===== src/rtl/pipe_stage_if.sv =====
// pipe_stage_if: handshake, flush and occupancy bundle between a pipeline stage and its neighbours
interface pipe_stage_if #(
  parameter int WIDTH = 32
);
  logic flush;
  logic in_valid;
  logic in_ready;
  logic [WIDTH-1:0] in_data;
  logic out_valid;
  logic out_ready;
  logic [WIDTH-1:0] out_data;
  logic [1:0] occ;
  modport master(output flush, in_valid, in_data, out_ready, input in_ready, out_valid, out_data, occ);
  modport slave(input flush, in_valid, in_data, out_ready, output in_ready, out_valid, out_data, occ);
endinterface


===== src/rtl/pipe_stage_reg.sv =====
// pipe_stage_reg: valid/ready pipeline register with flush; define PIPE_STAGE_SKID_EN for a two-entry skid buffer with registered in_ready
module pipe_stage_reg #(
  parameter int WIDTH = 32,
  parameter logic [WIDTH-1:0] CLEAR_VAL = '0
) (
  input logic clk,
  input logic rst,
  pipe_stage_if.slave bus
);
  logic main_v;
  logic [WIDTH-1:0] main_d;
  logic acc;
  logic main_ld;
  assign acc = bus.in_valid && bus.in_ready;
  assign main_ld = !main_v || bus.out_ready;
  assign bus.out_valid = main_v;
  assign bus.out_data = main_d;
`ifdef PIPE_STAGE_SKID_EN
  logic skid_v;
  logic [WIDTH-1:0] skid_d;
  assign bus.in_ready = !skid_v && !rst;
  assign bus.occ = {1'b0, main_v} + {1'b0, skid_v};
  // main refills from skid first to keep order; skid catches a payload accepted while main is stalled
  always_ff @(posedge clk)
    if (rst || bus.flush) begin
      main_v <= 1'b0;
      main_d <= CLEAR_VAL;
      skid_v <= 1'b0;
      skid_d <= CLEAR_VAL;
    end else begin
      if (main_ld) begin
        main_v <= skid_v || acc;
        main_d <= skid_v ? skid_d : acc ? bus.in_data : main_d;
        skid_v <= 1'b0;
      end else if (acc) begin
        skid_v <= 1'b1;
        skid_d <= bus.in_data;
      end
    end
`else
  assign bus.in_ready = !rst && (!main_v || bus.out_ready);
  assign bus.occ = {1'b0, main_v};
  // single entry: refill whenever the current payload leaves or the stage is empty
  always_ff @(posedge clk)
    if (rst || bus.flush) begin
      main_v <= 1'b0;
      main_d <= CLEAR_VAL;
    end else if (main_ld) begin
      main_v <= acc;
      main_d <= acc ? bus.in_data : main_d;
    end
`endif
endmodule


===== src/flat_wrapper.sv =====
// flat-port wrapper written by rule: the top's interface ports become plain ports
module pipe_stage_reg_flat 
#(
  parameter int WIDTH = 32,
  parameter logic [WIDTH-1:0] CLEAR_VAL = '0
)
  (clk, rst, bus_flush, bus_in_valid, bus_in_data, bus_out_ready, bus_in_ready, bus_out_valid, bus_out_data, bus_occ);
  pipe_stage_if #(.WIDTH(WIDTH)) bus_i ();
  input logic clk;
  input logic rst;
  input wire logic [$bits(bus_i.flush)-1:0] bus_flush;
  input wire logic [$bits(bus_i.in_valid)-1:0] bus_in_valid;
  input wire logic [$bits(bus_i.in_data)-1:0] bus_in_data;
  input wire logic [$bits(bus_i.out_ready)-1:0] bus_out_ready;
  output wire logic [$bits(bus_i.in_ready)-1:0] bus_in_ready;
  output wire logic [$bits(bus_i.out_valid)-1:0] bus_out_valid;
  output wire logic [$bits(bus_i.out_data)-1:0] bus_out_data;
  output wire logic [$bits(bus_i.occ)-1:0] bus_occ;
  assign bus_i.flush = bus_flush;
  assign bus_i.in_valid = bus_in_valid;
  assign bus_i.in_data = bus_in_data;
  assign bus_i.out_ready = bus_out_ready;
  assign bus_in_ready = bus_i.in_ready;
  assign bus_out_valid = bus_i.out_valid;
  assign bus_out_data = bus_i.out_data;
  assign bus_occ = bus_i.occ;
  pipe_stage_reg #(.WIDTH(WIDTH), .CLEAR_VAL(CLEAR_VAL)) u_core (.clk(clk), .rst(rst), .bus(bus_i));
endmodule

===== config.mk =====
export PLATFORM = sky130hd
export DESIGN_NAME = pipe_stage_reg_flat
export DESIGN_NICKNAME = d
export VERILOG_FILES = /design/src/rtl/pipe_stage_if.sv /design/src/rtl/pipe_stage_reg.sv /design/src/flat_wrapper.sv
export SDC_FILE = /design/constraint.sdc
export NUM_CORES = 1
export LEC_CHECK = 0
export ABC_AREA = 0
export BUFFER_PORTS_ARGS = -buffer_cell sky130_fd_sc_hd__buf_4
export CORE_ASPECT_RATIO = 1.4
export CORE_MARGIN = 2
export CORE_UTILIZATION = 46
export CTS_BUF_LIST = sky130_fd_sc_hd__clkbuf_8
export DETAILED_ROUTE_END_ITERATION = 8
export PLACE_DENSITY = 0.81
export SLEW_MARGIN = 20
export SYNTH_ARGS = -nofsm -noshare
export SYNTH_HDL_FRONTEND = slang
export SYNTH_SLANG_ARGS = --single-unit

===== constraint.sdc =====
create_clock -name clk -period 1.1 [get_ports clk]
set_input_delay 0.165 -clock clk [delete_from_list [all_inputs] [get_ports clk]]
set_output_delay 0.165 -clock clk [all_outputs]
set_load 0.005 [all_outputs]

==> impl_metrics.yaml, run 1 <==
run_status:
  status: "complete, but fails checks"
  violations: "setup timing"
synthesis:
  synthMuxAreaShare_pct: 0
  yosys_warnings: 0
  yosysSeqAreaShare_pct: 46.36
  ys_ff_latch: 33
  synth.area.top_cells: "dfxtp_1 (46%), o21ai_2 (18%), nand4_1 (14%)"
  ys.flop_type: "dfxtp_1"
  yosys-top-cells-count: "dfxtp_1 (33), nand2_1 (32), nand4_1 (32)"
  ys_types: 16
  post-synth-top-area-fraction_pct: 46.36
  synth-compound-area-share_pct: 19.67
  syn-cell-area_sq_mm: 0.001425
  synth-edff-count: 0
  async_reset_ff_share_pct: 0
  synth-adder-area-share_pct: 0
  synthesis.nets: 194
  avgSynthCellArea_sq_um: 9.077
  synthSimpleGateAreaFrac_pct: 24.93
  synth_top_area_cell: "dfxtp_1"
  syn_inst: 157
  synth.most_common_cell: "dfxtp_1"
  synth-xor-area-share_pct: 0
  synth_top_family_by_area: "simple AND/OR/NAND/NOR gates"
setup_path:
  r2r_end: "u_core.bus.out_data[24]$_SDFFE_PP0P_"
  crit_path_end_kind: "output pin"
  cp_slowest_cell: "dfxtp_2"
  worstSetupPathType: "reg -> out"
  critPathArrivalTime_ns: 0.95
  reg2regPathDepth: 4
  worstPathCellList: "nor2b_4 -> nor2_2 -> buf_4"
  required_ns: 0.94
  path_max_fanout: 3
  critPathMaxStageDelay_ns: 0.34
  startpoint_type: "flop"
  r2r_slack_ns: 0.10
  regToRegStartpoint: "u_core.bus.out_valid$_SDFFE_PP0P_"
  worstSetupStartpoint: "u_core.bus.out_valid$_SDFFE_PP0P_"
worst_hold_path:
  min_to: "u_core.bus.out_data[24]$_SDFFE_PP0P_"
  holdPathStages: 3
  hp-class: "in -> reg"
  hp-start: "bus_in_data[24]"
timing:
  post-route-min-period_ns: 1.119
  timing.hold.ws_ns: 0.1110
  setup_violations: 1
  min_period_over_period_pct: 101.7
  maxSlewViolCount: 0
  grt_setup_unrepaired: "yes"
  fmax_mhz: 893.6
  skew_ns: 0.006541
  hold_viol: 0
  worst_slack_ns: -0.01912
cells_and_area:
  n_fill_cell: 222
  multi_input_area_sq_um: 659.4
  syn2layout_area_growth_pct: 50.31
  diodes: 0
  final_nets: 262
  seq_area_sq_um: 661.9
  final_layout_size_suffix_gt1_share_pct: 54.87
place:
  gp_congestion: 0.7494
  io_buffers: 71
  detailed_place_hpwl_um: 2649
  pre_cts_ws_ns: 0.06304
clock_network:
  htreeDepth: 2
  cts.sinks: 33
  clk_pin_slew_ns: 0.06
  cts_tree: "yes"
  cts-root-buf: "clkbuf_8"
  ctsHoldBuffers: 0
  clk_latency_ns: 0.29
  clockBufferDepth: 2
  cts_inserted_buffers: 5
global_route:
  grt_pass1_vias: 1455
  antenna_found_initial: 0
  grtUsageTotal_pct: 22.83
  grt_start_max_net_pins: 34
  grt_pass1_wl_um: 6182
  grt_overflow: 0
power:
  power_frac_clock_pct: 42.1
  switching_share_pct: 21.83
  power_frac_comb_pct: 12.6
  p_leak_uw: 0.0009218
  ir_drop_uv: 1249
  power.density_mw_per_mm2: 1278
  power_switching_uw: 597.7
  intPower_uw: 2140
  power_frac_seq_pct: 45.3
floorplanning:
  rows: 23
  chipWidth_um: 51.04
  die_h_um: 69.86
  start_util_pct: 49.03
  core-area_sq_mm: 0.002907
  pin_count: 73
  dieArea_sq_mm: 0.003565
drt:
  drt.antenna.violating_nets: 0
  drt_iter0_drc: 11
  drt-wirelength-per-cell_um: 13.82
  totalWireLength_um: 3635
  num_vias: 1418
  vias_per_cell: 5.392
  first_pass_iters: 4
  drc: 0
run:
  drv_cap: 0
placed cells by master (no fill, tap or decap), types with 2 or more instances in the layout:
cell and count:
buf_4 77, nand2_1 32, nand4_1 32, dfxtp_1 32, o21ai_2 30, clkbuf_8 6
buf_12 4, o21ai_0 2
flip-flops by register name, summed over array words and instances, names as in the netlist:
name and flops:
u_core.bus.out_data 32, u_core.bus.out_valid 1
stage by stage:
| step | util [%] | setup TNS [ns] | std cells | instance area (sq um) | power, uW |
|---|---|---|---|---|---|
| 2_1_floorplan | - | 0 | 157 | 1425 | 1415 |
| 3_3_place_gp | 69.05 | 0 | 254 | 2007 | 1597 |
| 3_5_place_dp | 69.05 | 0 | 254 | 2007 | 1605 |
| 4_1_cts | 73.61 | -0.008904 | 263 | 2140 | 2766 |
| 5_1_grt | 73.70 | -0.07154 | 263 | 2142 | 2857 |
| 6_report | 73.70 | -0.01912 | 263 | 2142 | 2738 |
routing by layer:
| layer | GRT usage (%) | wire length (um) | vias up | part of all wire, % |
|---|---|---|---|---|
| li1 | - | - | 696 | - |
| met3 | 8.974 | 296 | 5 | 8.1 |
| met1 | 22.12 | 1324 | 659 | 36 |
| met2 | 41.27 | 1956 | 58 | 54 |
| met4 | 9.610 | 58 | 0 | 1.6 |
| met5 | 0 | 0 | - | 0 |
worst max-delay path by stage:
stage	to	slack (ns)	depth (start not counted)
after floorplan	u_core.bus.out_data[26]$_SDFFE_PP0P_	0.09	5
after global placement	u_core.bus.out_data[25]$_SDFFE_PP0P_	0.1	5
after detailed placement	u_core.bus.out_data[25]$_SDFFE_PP0P_	0.06	4
after CTS	bus_in_ready	-0.009	3
after global routing	bus_in_ready	-0.07	3
final	bus_in_ready	-0.02	3
critical path: cells and delay by family (launching register included):
| family | cells | cell delay (ns) |
|---|---|---|
| buffers and inverters | 1 | 0.13 |
| and+or+nand+nor | 2 | 0.20 |
| DFF | 1 | 0.34 |
power by group through the flow:
| stage | clock, uW | sequential (uW) | combinational, uW |
|---|---|---|---|
| detailed placement | 0 | 1270 | 340 |
| global route | 1240 | 1240 | 374 |
| global placement | 0 | 1260 | 333 |
| finish | 1150 | 1240 | 345 |
| CTS | 1180 | 1240 | 346 |
| floorplan | 0 | 1270 | 149 |
final cells by class:
cell class,instances,area share (%)
sequential,33,30.90
multi-input combinational,104,30.78
timing repair buffer,81,30.72
clock buffer,6,3.855
tap,37,2.161
clock inverter,2,1.577
repair_timing:
item,in CTS,in global routing
pin swaps,1,1
endpoints found under the setup margin,1,1
buffers inserted,1,0
gates resized for setup,3,1
cells by family after synthesis:
family | after synthesis
buf+inv | 20
flops | 33
other cells | 1
simple gates | 70
compound gates | 33
(Power assumes the default switching activity.)
==> inputs of run 2 (changes only) <==
==> constraint.sdc (replaced) <==
create_clock -name clk -period 1.1 [get_ports clk]
set_input_delay 0 -clock clk [delete_from_list [all_inputs] [get_ports clk]]
set_output_delay 0 -clock clk [all_outputs]
set_load 0.005 [all_outputs]
==> run 2 against run 1 <==
Against the previous run:
- first-iteration DRC count rose to 2.7 times the previous value
- the run ends with hold timing left
- combinational power rose by 26%
- count of clock-buffer cells in the layout down 1
- worst setup slack better by 0.062 ns
- highest routed layer unchanged
- largest power group is now the clock network
- critical path type is now reg -> reg
- sequential power about the same
==> impl_metrics.yaml, run 2 (same netlist as run 1, synthesis figures left out) <==
drt:
  vias_per_cell: 5.384
  totalWireLength_um: 4697
  first_pass_iters: 4
  drc: 0
  drt-wirelength-per-cell_um: 16.09
  drt_iter0_drc: 30
  drt.antenna.violating_nets: 0
  num_vias: 1572
power:
  switching_share_pct: 21.60
  p_leak_uw: 0.001042
  power_uw: 3027
  intPower_uw: 2373
  power_switching_uw: 653.7
  power_frac_seq_pct: 41.0
  power.density_mw_per_mm2: 1240
  power_frac_comb_pct: 14.3
  ir_drop_uv: 877.7
  power_frac_clock_pct: 44.7
floorplanning:
  chipWidth_um: 51.04
  dieArea_sq_mm: 0.003565
  core-area_sq_mm: 0.002907
  die_h_um: 69.86
  pin_count: 73
  rows: 23
  start_util_pct: 49.03
timing:
  fmax_mhz: 946.4
  hold_viol: 1
  worst_slack_ns: 0.04333
  min_period_over_period_pct: 96.06
  setup_violations: 0
  post-route-min-period_ns: 1.057
  maxSlewViolCount: 0
  timing.hold.ws_ns: -0.0002553
  skew_ns: 0.004113
worst_hold_path:
  hp-class: "in -> reg"
cells_and_area:
  largest_reg_flops: 32
  n_fill_cell: 170
  final_common_cell: "buf_4"
  final_cells: 292
  final_nets: 291
  fin_area_sq_mm: 0.002441
  layout_common_cells: "buf_4 (74), nand2_1 (32), nand4_1 (32), dlygate4sd3_1 (32), dfxtp_1 (32)"
  syn2layout_area_growth_pct: 71.29
  diodes: 0
  final_layout_size_suffix_gt1_share_pct: 47.45
place:
  dp_cells: 252
  pre_cts_ws_ns: 0.06546
  io_buffers: 71
  placed_area_sq_mm: 0.001979
  gp_congestion: 0.7103
  detailed_place_hpwl_um: 2554
setup_path:
  required_ns: 1.28
  path_max_fanout: 17
  worstSetupPathType: "reg -> reg"
  critPathArrivalTime_ns: 1.23
  startpoint_type: "flop"
  crit_path_end_kind: "flop"
clock_network:
  clk_latency_ns: 0.28
  cts_inserted_buffers: 5
  htreeDepth: 2
  cts_tree: "yes"
  clockBufferDepth: 2
  cts-root-buf: "clkbuf_8"
  clk_pin_slew_ns: 0.07
  postCtsSetupBuffers: 0
  cts.sinks: 33
run_status:
  violations: "hold timing"
  status: "complete, but fails checks"
global_route:
  antenna_found_initial: 0
  grtUsageTotal_pct: 28.44
  grt_overflow: 0
  grt_pass1_wl_um: 7714
  met1_usage_pct: 27.36
  use_met3_pct: 8.761
  met2_usage_pct: 53.82
  grt_pass1_vias: 1716
  grt_start_max_net_pins: 66
  top_usage_layer: "met2"
run:
  drv_cap: 0
[run 2: cell type report]
type                    count  area [sq um]  area share [%]
multi-input cells         104         651.9           26.70
clock buffers               5         68.82           2.819
well taps                  37         46.29           1.896
flip-flops and latches     33         661.9           27.11
repair buffers            110         947.2           38.80
clock inverters             3         65.06           2.665
[run 2: power by group through the flow]
stage	clock [uW]	combinational, uW	sequential (uW)
2_1_floorplan	0	149	1270
3_3_place_gp	0	319	1260
3_5_place_dp	0	327	1270
4_1_cts	1360	420	1240
5_1_grt	1420	464	1240
6_report	1350	434	1240
[run 2: layer usage]
metal  up-vias  wire length (um)
li1        752                 -
met1       743              1722
met2        64              2633
met3        13               242
met4         0                98
met5         -                 0
[run 2: metrics by stage]
step / hold WS [ns] / TNS, ns / util (%)
after floorplan: 0.03110 / 0 / -
after global routing: 0.007247 / -0.007534 / 83.99
after detailed placement: 0.2254 / 0 / 68.10
after global placement: 0.2194 / 0 / 68.10
after CTS: 0.003435 / 0 / 83.73
final: -0.0002553 / 0 / 83.99
[run 2: worst paths after layout]
kind,startpoint,slack [ns],end,cells past startpoint
max,u_core.bus.out_valid$_SDFFE_PP0P_,0.04,u_core.bus.out_data[8]$_SDFFE_PP0P_,4
min,bus_in_data[12],-0.0003,u_core.bus.out_data[12]$_SDFFE_PP0P_,3
max reg2reg,u_core.bus.out_valid$_SDFFE_PP0P_,0.04,u_core.bus.out_data[8]$_SDFFE_PP0P_,4
min reg2reg,u_core.bus.out_data[1]$_SDFFE_PP0P_,0.47,u_core.bus.out_data[1]$_SDFFE_PP0P_,2
[run 2: worst max-delay path, cell delays in order, from the launching register on]
cell,delay [ns]
dfxtp_2,0.34
nand2b_1,0.14
and2_4,0.20
buf_12,0.18
o21ai_2,0.09
[run 2: repair_timing]
action                     in CTS  in global routing
resized for setup               0                  4
hold buffers                   32                  0
hold endpoints to repair       32                  0
setup endpoints to repair       0                  7
==> inputs of run 3 (changes only) <==
PLACE_DENSITY = 0.84   (was 0.81)
==> run 3 against run 2 <==
Against the previous run:
- hold slack better by 0.011 ns
- routed wire length is 5.8% lower
- non-clock buffer count is 1 higher
- sequential power hardly changed
- the flow now finishes without violations
- clock power is 13% lower
- count of clock-buffer cells in the layout is 1 higher
- utilization is 0.56 points lower
- via count is 0.76% lower
- total power is 6.0% lower
- critical path type unchanged
- largest power group is now sequential cells
==> impl_metrics.yaml, run 3 (same netlist as run 1, synthesis figures left out) <==
floorplanning:
  pin_count: 73
  chipWidth_um: 51.04
  rows: 23
  start_util_pct: 49.03
  dieArea_sq_mm: 0.003565
  core-area_sq_mm: 0.002907
  die_h_um: 69.86
timing:
  hold_viol: 0
  grt_setup_unrepaired: "no"
  skew_ns: 0.004160
  setup_violations: 0
  maxSlewViolCount: 0
  min_period_over_period_pct: 94.20
  post-route-min-period_ns: 1.036
  final.setup.tns_ns: 0
  worst_slack_ns: 0.06377
  fmax_mhz: 965.0
setup_path:
  startpoint_type: "flop"
  worstSetupPathType: "reg -> reg"
  path_max_fanout: 19
  critPathArrivalTime_ns: 1.26
  crit_path_end_kind: "flop"
  required_ns: 1.32
drt:
  drt_iter0_drc: 31
  drc: 0
  first_pass_iters: 4
  totalWireLength_um: 4425
  num_vias: 1560
  drt.antenna.violating_nets: 0
  drt-wirelength-per-cell_um: 15.10
  vias_per_cell: 5.324
clock_network:
  clk_pin_slew_ns: 0.07
  clk_latency_ns: 0.29
  cts-root-buf: "clkbuf_8"
  clockBufferDepth: 2
  htreeDepth: 2
  cts_inserted_buffers: 5
  cts.sinks: 33
  cts_tree: "yes"
run:
  drv_cap: 0
global_route:
  grt_pass1_vias: 1623
  grtUsageTotal_pct: 27.49
  grt_start_max_net_pins: 66
  grt_overflow: 0
  grt_pass1_wl_um: 7438
  antenna_found_initial: 0
cells_and_area:
  final_nets: 292
  final_common_cell: "buf_4"
  layout_common_cells: "buf_4 (76), nand2_1 (32), nand4_1 (32), dlygate4sd3_1 (32), dfxtp_1 (32)"
  syn2layout_area_growth_pct: 70.15
  largest_reg_flops: 32
  diodes: 0
  final_layout_size_suffix_gt1_share_pct: 46.88
power:
  p_leak_uw: 0.001040
  power_uw: 2844
  ir_drop_uv: 965.3
  power.density_mw_per_mm2: 1173
place:
  gp_congestion: 0.7202
  io_buffers: 71
  pre_cts_ws_ns: 0.03621
  detailed_place_hpwl_um: 2600
run_status:
  status: "finished clean"
worst_hold_path:
  hp-class: "in -> reg"
## run 3: metrics by stage
stage	util (%)	hold WS, ns	area, sq um	cells
final	83.43	0.01081	2425	293
after global routing	83.43	0.003198	2425	293
after CTS	82.87	0.003747	2409	291
after detailed placement	67.84	0.2194	1972	251
after global placement	67.84	0.2185	1972	251
after floorplan	-	0.03110	1425	157
## run 3: power breakdown
group	leakage (uW)	internal [uW]	total (uW)	switching [uW]
clock network	0.0000626	729	1170	444
logic	0.000709	251	432	181
registers	0.000268	1220	1240	16.9
total	0.00104	2200	2840	641
## run 3: layer usage
metal / part of all wire (%) / GRT usage [%] / up-vias
li1: - / - / 750
met1: 37 / 28.18 / 729
met2: 53 / 49.06 / 69
met3: 6.5 / 7.265 / 12
met4: 2.8 / 14.41 / 0
met5: 0 / 0 / -
## run 3: final cells by class
type                            instances  area, sq um
Clock inverter                          2        33.78
Tap cell                               37        46.29
Clock buffer                            6        82.58
Multi-Input combinational cell        104        649.4
Sequential cell                        33        661.9
Fill cell                             171        481.7
Timing Repair Buffer                  111        950.9
## run 3: worst max-delay path, cell delays in order, from the launching register on
cell and delay, ns:
dfxtp_2 0.34, nand2b_1 0.12, buf_4 0.26, nand4_1 0.17
o21ai_2 0.08
## run 3: final timing paths
kind | depth (start not counted) | from | to | slack [ns]
worst max-delay path | 4 | u_core.bus.out_valid$_SDFFE_PP0P_ | u_core.bus.out_data[11]$_SDFFE_PP0P_ | 0.06
worst min register to register | 2 | u_core.bus.out_data[14]$_SDFFE_PP0P_ | u_core.bus.out_data[14]$_SDFFE_PP0P_ | 0.46
worst min-delay path | 3 | bus_in_data[11] | u_core.bus.out_data[11]$_SDFFE_PP0P_ | 0.01
worst max register to register | 4 | u_core.bus.out_valid$_SDFFE_PP0P_ | u_core.bus.out_data[11]$_SDFFE_PP0P_ | 0.06
## run 3: what timing repair did
item                                   4_1_cts  5_1_grt
setup endpoints to repair                    0       27
hold buffers                                32        0
endpoints found under the hold margin       32        0
setup buffers                                0        2
resized for setup                            0        1
